<file path="src/rtl/ahb_bridge_arbiter.sv">
// Round-robin arbiter and address/data multiplexer for a shared AHB-to-APB bridge port.
// Optional grant-hold timeout enabled by defining ARB_TIMEOUT_EN.
module ahb_bridge_arbiter #(
  parameter  int unsigned MASTERS  = 4,
  parameter  int unsigned WIDTH    = 32,
  parameter  int unsigned MAX_HOLD = 16,
  localparam int unsigned MW       = $clog2(MASTERS)
) (
  input  logic                     HCLK,
  input  logic                     HRESET,
  input  logic [MASTERS-1:0]       HBUSREQ,
  input  logic [MASTERS-1:0]       HLOCK,
  input  logic [MASTERS*32-1:0]    HADDR_M,
  input  logic [MASTERS*2-1:0]     HTRANS_M,
  input  logic [MASTERS-1:0]       HWRITE_M,
  input  logic [MASTERS*3-1:0]     HSIZE_M,
  input  logic [MASTERS*WIDTH-1:0] HWDATA_M,
  input  logic                     HREADY,
  output logic [MASTERS-1:0]       HGRANT,
  output logic [MW-1:0]            HMASTER,
  output logic                     HMASTLOCK,
  output logic [31:0]              HADDR,
  output logic [1:0]               HTRANS,
  output logic                     HWRITE,
  output logic [2:0]               HSIZE,
  output logic [WIDTH-1:0]         HWDATA
);

  typedef enum logic [1:0] {PARK, OWN, LOCKED} state_t;

  localparam logic [1:0] TR_IDLE = 2'b00;
  localparam logic [1:0] TR_BUSY = 2'b01;
  localparam logic [1:0] TR_SEQ  = 2'b11;

  state_t               state_q, state_d;
  logic [MW-1:0]        master_q, master_d;
  logic [MW-1:0]        downer_q;
  logic [MASTERS-1:0]   grant_q, grant_d;
  logic                 mastlock_q, mastlock_d;

  logic [1:0]           own_trans;
  logic                 own_req, own_lock;
  logic [1:0]           htrans_eff;
  logic                 any_req, rearb_base, hold_hit;
  logic [MW-1:0]        winner, cand;
  logic                 found;

  // Address-phase mux follows the registered owner; data phase follows the delayed owner.
  always_comb begin
    HADDR     = '0;
    HWRITE    = 1'b0;
    HSIZE     = '0;
    own_trans = TR_IDLE;
    own_req   = 1'b0;
    own_lock  = 1'b0;
    HWDATA    = '0;
    for (int unsigned i = 0; i < MASTERS; i++) begin
      if (master_q == MW'(i)) begin
        HADDR     = HADDR_M[32*i +: 32];
        HWRITE    = HWRITE_M[i];
        HSIZE     = HSIZE_M[3*i +: 3];
        own_trans = HTRANS_M[2*i +: 2];
        own_req   = HBUSREQ[i];
        own_lock  = HLOCK[i];
      end
      if (downer_q == MW'(i)) begin
        HWDATA = HWDATA_M[WIDTH*i +: WIDTH];
      end
    end
  end

  assign htrans_eff = (state_q == PARK || !own_req) ? TR_IDLE : own_trans;
  assign HTRANS     = htrans_eff;

  assign any_req    = |HBUSREQ;
  assign rearb_base = (htrans_eff != TR_SEQ) && (htrans_eff != TR_BUSY) && !own_lock;

  // First requester scanning upward from the owner; the owner itself is checked last.
  always_comb begin
    found  = 1'b0;
    winner = master_q;
    cand   = '0;
    for (int unsigned k = 1; k <= MASTERS; k++) begin
      cand = MW'((32'(master_q) + k) % MASTERS);
      if (!found && HBUSREQ[cand]) begin
        found  = 1'b1;
        winner = cand;
      end
    end
  end

  always_comb begin
    state_d    = state_q;
    master_d   = master_q;
    mastlock_d = mastlock_q;
    if (HREADY) begin
      case (state_q)
        PARK: begin
          if (any_req) begin
            state_d  = OWN;
            master_d = winner;
          end
        end
        OWN: begin
          if (own_lock && own_req) begin
            state_d = LOCKED;
          end else if (rearb_base || hold_hit) begin
            if (any_req) begin
              state_d  = OWN;
              master_d = winner;
            end else begin
              state_d = PARK;
            end
          end
        end
        LOCKED: begin
          if (!own_lock) begin
            state_d = OWN;
            if (rearb_base) begin
              if (any_req) master_d = winner;
              else         state_d  = PARK;
            end
          end
        end
        default: state_d = PARK;
      endcase
      mastlock_d = (state_d == LOCKED);
    end
  end

  always_comb begin
    grant_d = '0;
    for (int unsigned i = 0; i < MASTERS; i++) begin
      grant_d[i] = (master_d == MW'(i));
    end
  end

  always_ff @(posedge HCLK or posedge HRESET) begin
    if (HRESET) begin
      state_q    <= PARK;
      master_q   <= '0;
      grant_q    <= {{(MASTERS-1){1'b0}}, 1'b1};
      mastlock_q <= 1'b0;
      downer_q   <= '0;
    end else if (HREADY) begin
      state_q    <= state_d;
      master_q   <= master_d;
      grant_q    <= grant_d;
      mastlock_q <= mastlock_d;
      downer_q   <= master_q;
    end
  end

`ifdef ARB_TIMEOUT_EN
  logic [7:0] hold_q;

  assign hold_hit = (state_q == OWN) && (hold_q >= 8'(MAX_HOLD));

  always_ff @(posedge HCLK or posedge HRESET) begin
    if (HRESET) begin
      hold_q <= '0;
    end else if (HREADY && (master_d != master_q)) begin
      hold_q <= '0;
    end else if ((state_q != PARK) && |(HBUSREQ & ~grant_q) && (hold_q != '1)) begin
      hold_q <= hold_q + 8'd1;
    end
  end
`else
  // No timeout: bursts always run to completion.
  assign hold_hit = (MAX_HOLD == 32'd0) & 1'b0;
`endif

  assign HGRANT    = grant_q;
  assign HMASTER   = master_q;
  assign HMASTLOCK = mastlock_q;

endmodule

</file>
<file path="config.mk">
export PLATFORM = sky130hd
export DESIGN_NAME = ahb_bridge_arbiter
export DESIGN_NICKNAME = d
export VERILOG_FILES = /design/src/rtl/ahb_bridge_arbiter.sv
export SDC_FILE = /design/constraint.sdc
export NUM_CORES = 1
export LEC_CHECK = 0
export BUFFER_PORTS_ARGS = -buffer_cell sky130_fd_sc_hd__buf_2
export CAP_MARGIN = 10
export CORE_AREA = 10 10 135 137
export DETAILED_ROUTE_END_ITERATION = 10
export DIE_AREA = 0 0 145 147
export PLACE_DENSITY = 0.62
export RECOVER_POWER = 25
export SYNTH_ARGS = -nofsm -noshare
export SYNTH_HDL_FRONTEND = slang
export SYNTH_SLANG_ARGS = --single-unit
</file>
<file path="constraint.sdc">
create_clock -name HCLK -period 3.4 [get_ports HCLK]
set_input_delay 0.51 -clock HCLK [delete_from_list [all_inputs] [get_ports HCLK]]
set_output_delay 0.51 -clock HCLK [all_outputs]
set_load 0.01 [all_outputs]
</file>
Word-level counts from Yosys, hierarchy flattened
Index checks and enable logic that the tools add are counted.
{"block": "op_classes", "addsub": 4, "magnitude_cmp": 4, "n_eq_ne": 14, "muxes": 58, "reduce_logical": 17}
{"operator": "$mux 32", "n": 8}
{"operator": "$mux 2", "n": 20}
{"operator": "$mux 1", "n": 20}
{"operator": "$eq 2x2->1 const B", "n": 8}
{"operator": "$lt 2x3->1 const B", "n": 4}
{"operator": "$mux 3", "n": 4}
{"operator": "$pmux 2 s3", "n": 2}
{"operator": "$bmux 1 s2", "n": 4}
{"operator": "$eq 2x1->1 const B", "n": 4}
{"operator": "$logic_not 2->1", "n": 4}
{"operator": "$logic_and 1x1->1", "n": 6}
{"operator": "$logic_not 1->1", "n": 5}
{"operator": "$add 2x1->2 const B", "n": 2}
{"operator": "$add 2x2->2 const B", "n": 2}
{"operator": "$reduce_or 4->1", "n": 1}
{"operator": "$ne 2x1->1 const B", "n": 1}
{"operator": "$ne 2x2->1 const B", "n": 1}
{"operator": "$logic_or 1x1->1", "n": 1}
{"block": "word_totals", "register_bits": 11, "out_inout_bits": 77}

Logic depth before layout (Yosys ltp)
Gate-level depths: netlist of the first run.
{"block": "depth", "ltp_word": 19, "ltp_mapped": 12}

Least setup slack after synthesis of the first run
Ideal clock, no wire load.
{"block": "synth_path", "path_type": "reg-to-reg", "startpoint": "register master_q[0] (netlist: HMASTER[0])", "endpoint": "register grant_q[2] (netlist: HGRANT[2])", "setup_ps": 142, "t_arrival_ps": 2665, "required_ps": 3258, "slack_ps": 593, "stages_incl_launch_ff": 12, "path_buffers": 2, "cell_sequence": "dfrtp_1 -> buf_2 -> buf_2 -> inv_1 -> ha_1 -> nor3b_1 -> a311oi_2 -> nand4_2 -> a31o_1 -> o2111a_1 -> a311oi_2 -> a211oi_1"}
{"block": "synth_between", "elab_chain_len": 19, "word_cells_on_any_way": 57}
{"item": "from (decl)", "line_no": "36", "text": "logic [MW-1:0] master_q, master_d;"}
{"item": "from (signal assigned)", "line_no": "147", "text": "master_q <= master_d;"}
{"item": "$add 2x1->2", "line_no": "84", "text": "cand = MW'((32'(master_q) + k) % MASTERS);"}
{"item": "$bmux 1 s2", "line_no": "85", "text": "if (!found && HBUSREQ[cand]) begin"}
{"item": "$mux 1 (implied by the code)", "line_no": "85"}
{"item": "$mux 1", "line_no": "85"}
{"item": "$logic_not 1->1", "line_no": "85"}
{"item": "$logic_and 1x1->1", "line_no": "85"}
{"item": "$mux 1", "line_no": "85"}
{"item": "$logic_not 1->1", "line_no": "85"}
{"item": "[3 not listed]"}
{"item": "$logic_and 1x1->1", "line_no": "85"}
{"item": "$mux 2", "line_no": "85"}
{"item": "$mux 2", "line_no": "99, 108, 120"}
{"item": "$mux 2", "line_no": "107", "text": "end else if (rearb_base || hold_hit) begin"}
{"item": "$mux 2, on equally long branches", "line_no": "117, 105"}
{"item": "$pmux 2 s3", "line_no": "97", "text": "case (state_q)"}
{"item": "$mux 2 (*)", "line_no": "96", "text": "if (HREADY) begin"}
{"item": "$eq 2x2->1 (*)", "line_no": "134", "text": "grant_d[i] = (master_d == MW'(i));"}
{"item": "to (signal assigned)", "line_no": "142", "text": "grant_q <= {{(MASTERS-1){1'b0}}, 1'b1};"}
{"item": "to (signal assigned)", "line_no": "148", "text": "grant_q <= grant_d;"}
{"item": "to (decl)", "line_no": "38", "text": "logic [MASTERS-1:0] grant_q, grant_d;"}
Every way passes the cells marked *; elsewhere a longest branch is shown, timed or not. The select of a mux whose other input is x is not followed.
A chain may end at the register's enable or synchronous reset.

Final worst setup path of the first run
{"block": "layout_path", "startpoint": "register downer_q[0]", "endpoint": "output port HWDATA[17]"}
{"block": "layout_between", "elab_chain_len": 5, "word_cells_on_any_way": 8}
{"item": "from (decl)", "line_no": "37", "text": "logic [MW-1:0] downer_q;"}
{"item": "from (signal assigned)", "line_no": "150", "text": "downer_q <= master_q;"}
{"item": "$logic_not 2->1", "line_no": "66", "text": "if (downer_q == MW'(i)) begin"}
{"item": "$mux 32 (3 in a row)", "line_no": "66"}
{"item": "$mux 32 (*)", "line_no": "66"}
{"item": "to (decl)", "line_no": "26", "text": "output logic [WIDTH-1:0] HWDATA"}
Every way passes the cells marked *; elsewhere a longest branch is shown, timed or not.

==> reports/results.ini, run 1 <==
[status]
status=finished clean

[layout]
final_cell_mix=buf_2 (360), nor2_1 (84), nand2_1 (81)
drive_gt1_frac=0.526
syn_to_final_growth_pct=69.5
utilization=0.331
multi_input_area_um2=2560
fin_nets=1093
nFillCells=1725
fin_area_um2=5160
final_common_cell=buf_2
regArea_um2=277

[die]
initial_core_util=0.195
dieArea_um2=21300
io_pins=368
die_w_um=145
core-area_um2=15600
die_h_um=147
rows=46

[critical_path]
arrival_ns=2.51
critPathLaunchType=flop
worst_setup_path_end_kind=primary output
required_ns=2.89
crit_type=reg -> out
worstPathMaxFanout=25

[pwr]
vdd_drop_max_v=0.000304
intPower_mw=1.88
power_switching_mw=2.15
power_frac_seq=0.077
power.leakage_nw=2.61
p_per_area_nw_per_um2=781
clkPwrFrac=0.053
swShare=0.534
pwr-share-comb=0.870

[clock_network]
numClockSinks=11
h-tree-depth=1
cts_inserted_buffers=3
ctsHoldBuffers=0
cts.path.max_buffers=2
post_cts_resize_count=0
cts-root-buf=clkbuf_16
clkTransAtPathRegs_ns=0.04
clk_latency_ns=0.24
post_cts_buffers=0
cts_tree=yes

[yosys]
synth_area_per_cell_um2=6.63
async_flop_share=1.00
synth_fp_nets=754
ys_ff_latch=11
ys_seq_area_frac=0.0908
synth-edff-count=0
yosys_warnings=0
syn_area_um2=3050
synth.distinct_cells=52
netlist_instances=459
synthFlopType=dfrtp_1

[placement]
dpl.hpwl_mm=17.5
port_buffers=367
place_area_um2=5080
place_ws_ns=0.647
gp_congestion=0.890

[detailed_routing]
firstDrtPassIters=5
drc_errors=0
wl_mm=19.8
drt_iter0_drc=268
drt-wirelength-per-cell_um=19.4
via_count=4780
viasPerCell=4.70
ant_nets=0

[timing]
finalSetupViolCount=0
setup_ws_ns=0.383
clock.fmax_mhz=331
max-slew-margin-rel=0.0869
grt_setup_unrepaired=false
slew_violations=0
worst_pin_slew_ns=1.37
hold_viol=0
min_period_ns=3.02
finalSetupTns_ns=0
fin_skew_ns=0.000715
finalCritPeriodShare=0.887

[global_route]
grt_max_degree=57
grt_pass1_wl_mm=29.3
gr-usage-all-layers=0.172
grt_pass1_vias=5030
antenna_found_initial=7
overflow=0

[min_path]
worstHoldPathType=in -> async

[run]
max_cap_viol_count=0

critical path, stage by stage, from the launching register on:
cell     delay (ns)
dfrtp_1        1.25
buf_4          0.33
mux4_2         0.52
buf_2          0.16
layer usage:
metal	up-vias	track usage	part of all wire
met5	-	0	0
met4	0	0.0388	0.013
met3	14	0.0593	0.097
met2	276	0.350	0.56
met1	2152	0.159	0.33
li1	2338	-	-
synth_stat cells, types with 4 or more instances:
cell,count,area share
buf_2,5,0.0082
nand3_1,4,0.0066
inv_1,9,0.011
o211ai_1,4,0.0099
o21ai_0,41,0.067
mux4_2,32,0.24
nor2_1,84,0.10
nor3_1,4,0.0066
clkbuf_1,30,0.037
buf_1,9,0.011
dfrtp_1,10,0.082
a22oi_1,4,0.0099
nor2b_1,6,0.012
ha_1,4,0.016
a21oi_1,80,0.13
nand2_1,81,0.10
state kept, by name, indices dropped and copies added (netlist names):
signal	flops
HMASTLOCK	1
downer_q	2
HGRANT	4
state_q	2
HMASTER	2
worst paths after layout:
kind	slack, ns	startpoint	cells after the start	endpoint
setup / recovery	0.38	downer_q[0]	3	HWDATA[17]
min in group HCLK	0.49	HMASTLOCK	1	HMASTLOCK
max in group asynchronous	2.81	HRESET	2	HGRANT[0]
setup reg to reg	0.62	HMASTER[0]	9	HGRANT[2]
hold / removal	0.26	HRESET	2	HMASTER[1]
hold reg to reg	0.49	HMASTLOCK	1	HMASTLOCK
cell type report:
type                    instances  share of cell area
diodes                          5             0.00242
clock buffers                   4              0.0153
inverters                       9             0.00654
multi-input cells             394               0.497
flip-flops and latches         11              0.0536
well taps                     216              0.0524
repair buffers                379               0.373
logic make-up after synthesis:
logic type               count (synthesis)  share of synthesized area
AO/OA/AOI/OAI                          157                      0.295
adder cells (fa/ha/maj)                  4                     0.0164
buffers and inverters                   54                     0.0698
flip-flops                              11                     0.0908
multiplexers                            36                      0.251
AND/OR/NAND/NOR                        197                      0.277
metrics by stage:
stage               hold slack (ns)  power (mW)  cells
floorplan                     0.362        2.61    459
global placement              0.486        3.86   1009
detailed placement            0.490        3.87   1009
CTS                           0.274        4.10   1013
global route                  0.312        4.49   1018
finish                        0.261        4.03   1018
power groups by stage:
stage	Sequential [mW]	Combinational [mW]	Clock [mW]
final	0.312	3.51	0.213
after global routing	0.336	3.93	0.221
after CTS	0.317	3.56	0.217
after detailed placement	0.319	3.55	0
after global placement	0.316	3.54	0
after floorplan	0.254	2.36	0
Note: power is estimated with default switching activity, not from simulation.
==> inputs of run 2 (changes only) <==
--- a/config.mk
+++ b/config.mk
@@ -7,10 +7,10 @@
 export LEC_CHECK = 0
 export BUFFER_PORTS_ARGS = -buffer_cell sky130_fd_sc_hd__buf_2
 export CAP_MARGIN = 10
-export CORE_AREA = 10 10 135 137
+export CORE_AREA = 2 2 142 144
 export DETAILED_ROUTE_END_ITERATION = 10
-export DIE_AREA = 0 0 145 147
-export PLACE_DENSITY = 0.62
+export DIE_AREA = 0 0 144 146
+export PLACE_DENSITY = 0.53
 export RECOVER_POWER = 25
 export SYNTH_ARGS = -nofsm -noshare
 export SYNTH_HDL_FRONTEND = slang
==> run 2 against run 1 <==
  * The run now ends with max-capacitance violations, max-slew violations left
  * Global-route usage fell by 0.53 points
  * Sequential share of layout area hardly changed
  * Routed wire length decreased by 4.9%
  * Core utilization fell by 6.2 points
  * Clock power is 2% higher
  * Sequential cell count unchanged
  * Clock skew up 0.0031 ns
  * Via count grew 0.25%
  * Sequential power shrank 13%
  * Highest routed layer is now met5
==> reports/results.ini, run 2 (same netlist as run 1, synthesis figures left out) <==
[timing]
fin_skew_ns=0.00378
slew_violations=33
finalSetupViolCount=0
fin_hold_ws_ns=0.290
max-slew-margin-rel=-0.220
finalSetupTns_ns=0
clock.fmax_mhz=323
min_period_ns=3.10
grt_setup_unrepaired=false
hold_viol=0
finalCritPeriodShare=0.912
worst_pin_slew_ns=1.83

[critical_path]
worstPathMaxFanout=32
required_ns=2.89
crit_type=reg -> out
worstRegToRegCells=9
reg2reg_from=HMASTER[1]
critPathLaunchType=flop
arrival_ns=2.59
timing.rr.end=HGRANT[2]
worst_setup_path_end_kind=primary output
rrSetupSlack_ns=0.60

[global_route]
overflow=0
grt_pass1_vias=4574
antenna_found_initial=12
gr-usage-all-layers=0.167
grt_pass1_wl_mm=26.2
grt_max_degree=76

[clock_network]
cts.path.max_buffers=2
ctsHoldBuffers=0
numClockSinks=11
cts_tree=yes
cts_inserted_buffers=3
post_cts_buffers=0
clk_latency_ns=0.24
h-tree-depth=1
post_cts_resize_count=0
clkTransAtPathRegs_ns=0.04
cts-root-buf=clkbuf_16

[detailed_routing]
drt-wirelength-per-cell_um=17.6
viasPerCell=4.49
ant_nets=0
wl_mm=18.8
drc_errors=0
drt_iter0_drc=202
via_count=4792
firstDrtPassIters=7

[die]
die_w_um=144
rows=51
initial_core_util=0.158
io_pins=368
dieArea_um2=21000
die_h_um=146
core-area_um2=19300

[layout]
largest_register_ff_count=4
fin_nets=1091
drive_gt1_frac=0.523
final_common_cell=buf_2
utilization=0.269
final_cell_mix=buf_2 (359), nor2_1 (84), nand2_1 (81)
syn_to_final_growth_pct=70.7
fin_area_um2=5200

[status]
status=complete, but fails checks
violations=max-capacitance violations, max-slew violations

[pwr]
power_switching_mw=2.14
power_frac_seq=0.068
power.leakage_nw=2.59
pwr-share-comb=0.878
p_per_area_nw_per_um2=770
intPower_mw=1.86
swShare=0.535
vdd_drop_max_v=0.000327
clkPwrFrac=0.054

[min_path]
worstHoldPathType=in -> async

[run]
max_cap_viol_count=1

[placement]
port_buffers=367
gp_congestion=0.866
dpl.hpwl_mm=16.4
place_area_um2=5120

run 2: power by group through the flow:
stage               registers (mW)  logic, mW  clock network [mW]
floorplan                    0.254       2.36                   0
global placement             0.270       3.55                   0
detailed placement           0.272       3.54                   0
CTS                          0.271       3.55               0.220
global route                 0.283       3.94               0.229
finish                       0.270       3.52               0.217
run 2: metrics by stage:
step / std cells / total power, mW / setup WS [ns]
2_1_floorplan: 459 / 2.61 / 0.593
3_3_place_gp: 1056 / 3.82 / 0.656
3_5_place_dp: 1056 / 3.81 / 0.622
4_1_cts: 1060 / 4.04 / 0.429
5_1_grt: 1068 / 4.45 / 0.222
6_report: 1068 / 4.00 / 0.301
run 2: cell type report:
type	count	area (um^2)
repair buffers	377	1890
well taps	265	332
diodes	8	20.0
fillers	2206	14100
inverters	9	33.8
clock buffers	4	78.8
flip-flops and latches	11	278
multi-input cells	394	2560
run 2: worst max-delay path, cell delays in order, from the launching register on:
cell      delay, ns
dfrtp_1        0.33
clkbuf_1       1.31
mux4_2         0.48
buf_2          0.19
run 2: worst max-delay path by stage:
stage | from | endpoint | cells after the start
after floorplan | HMASTER[0] | HGRANT[2] | 11
after global placement | HMASTER[1] | HGRANT[2] | 9
after detailed placement | HMASTER[1] | HGRANT[2] | 9
after CTS | HMASTER[1] | HADDR[28] | 9
after global routing | HMASTER[1] | HADDR[28] | 9
final | downer_q[1] | HWDATA[9] | 3
run 2: per-layer routing:
| metal | global-route usage | vias up | share of wire |
|---|---|---|---|
| met3 | 0.0313 | 24 | 0.089 |
| met1 | 0.156 | 2137 | 0.32 |
| met5 | 0 | - | 0.00043 |
| met2 | 0.340 | 289 | 0.57 |
| met4 | 0.0735 | 2 | 0.027 |
| li1 | - | 2340 | - |
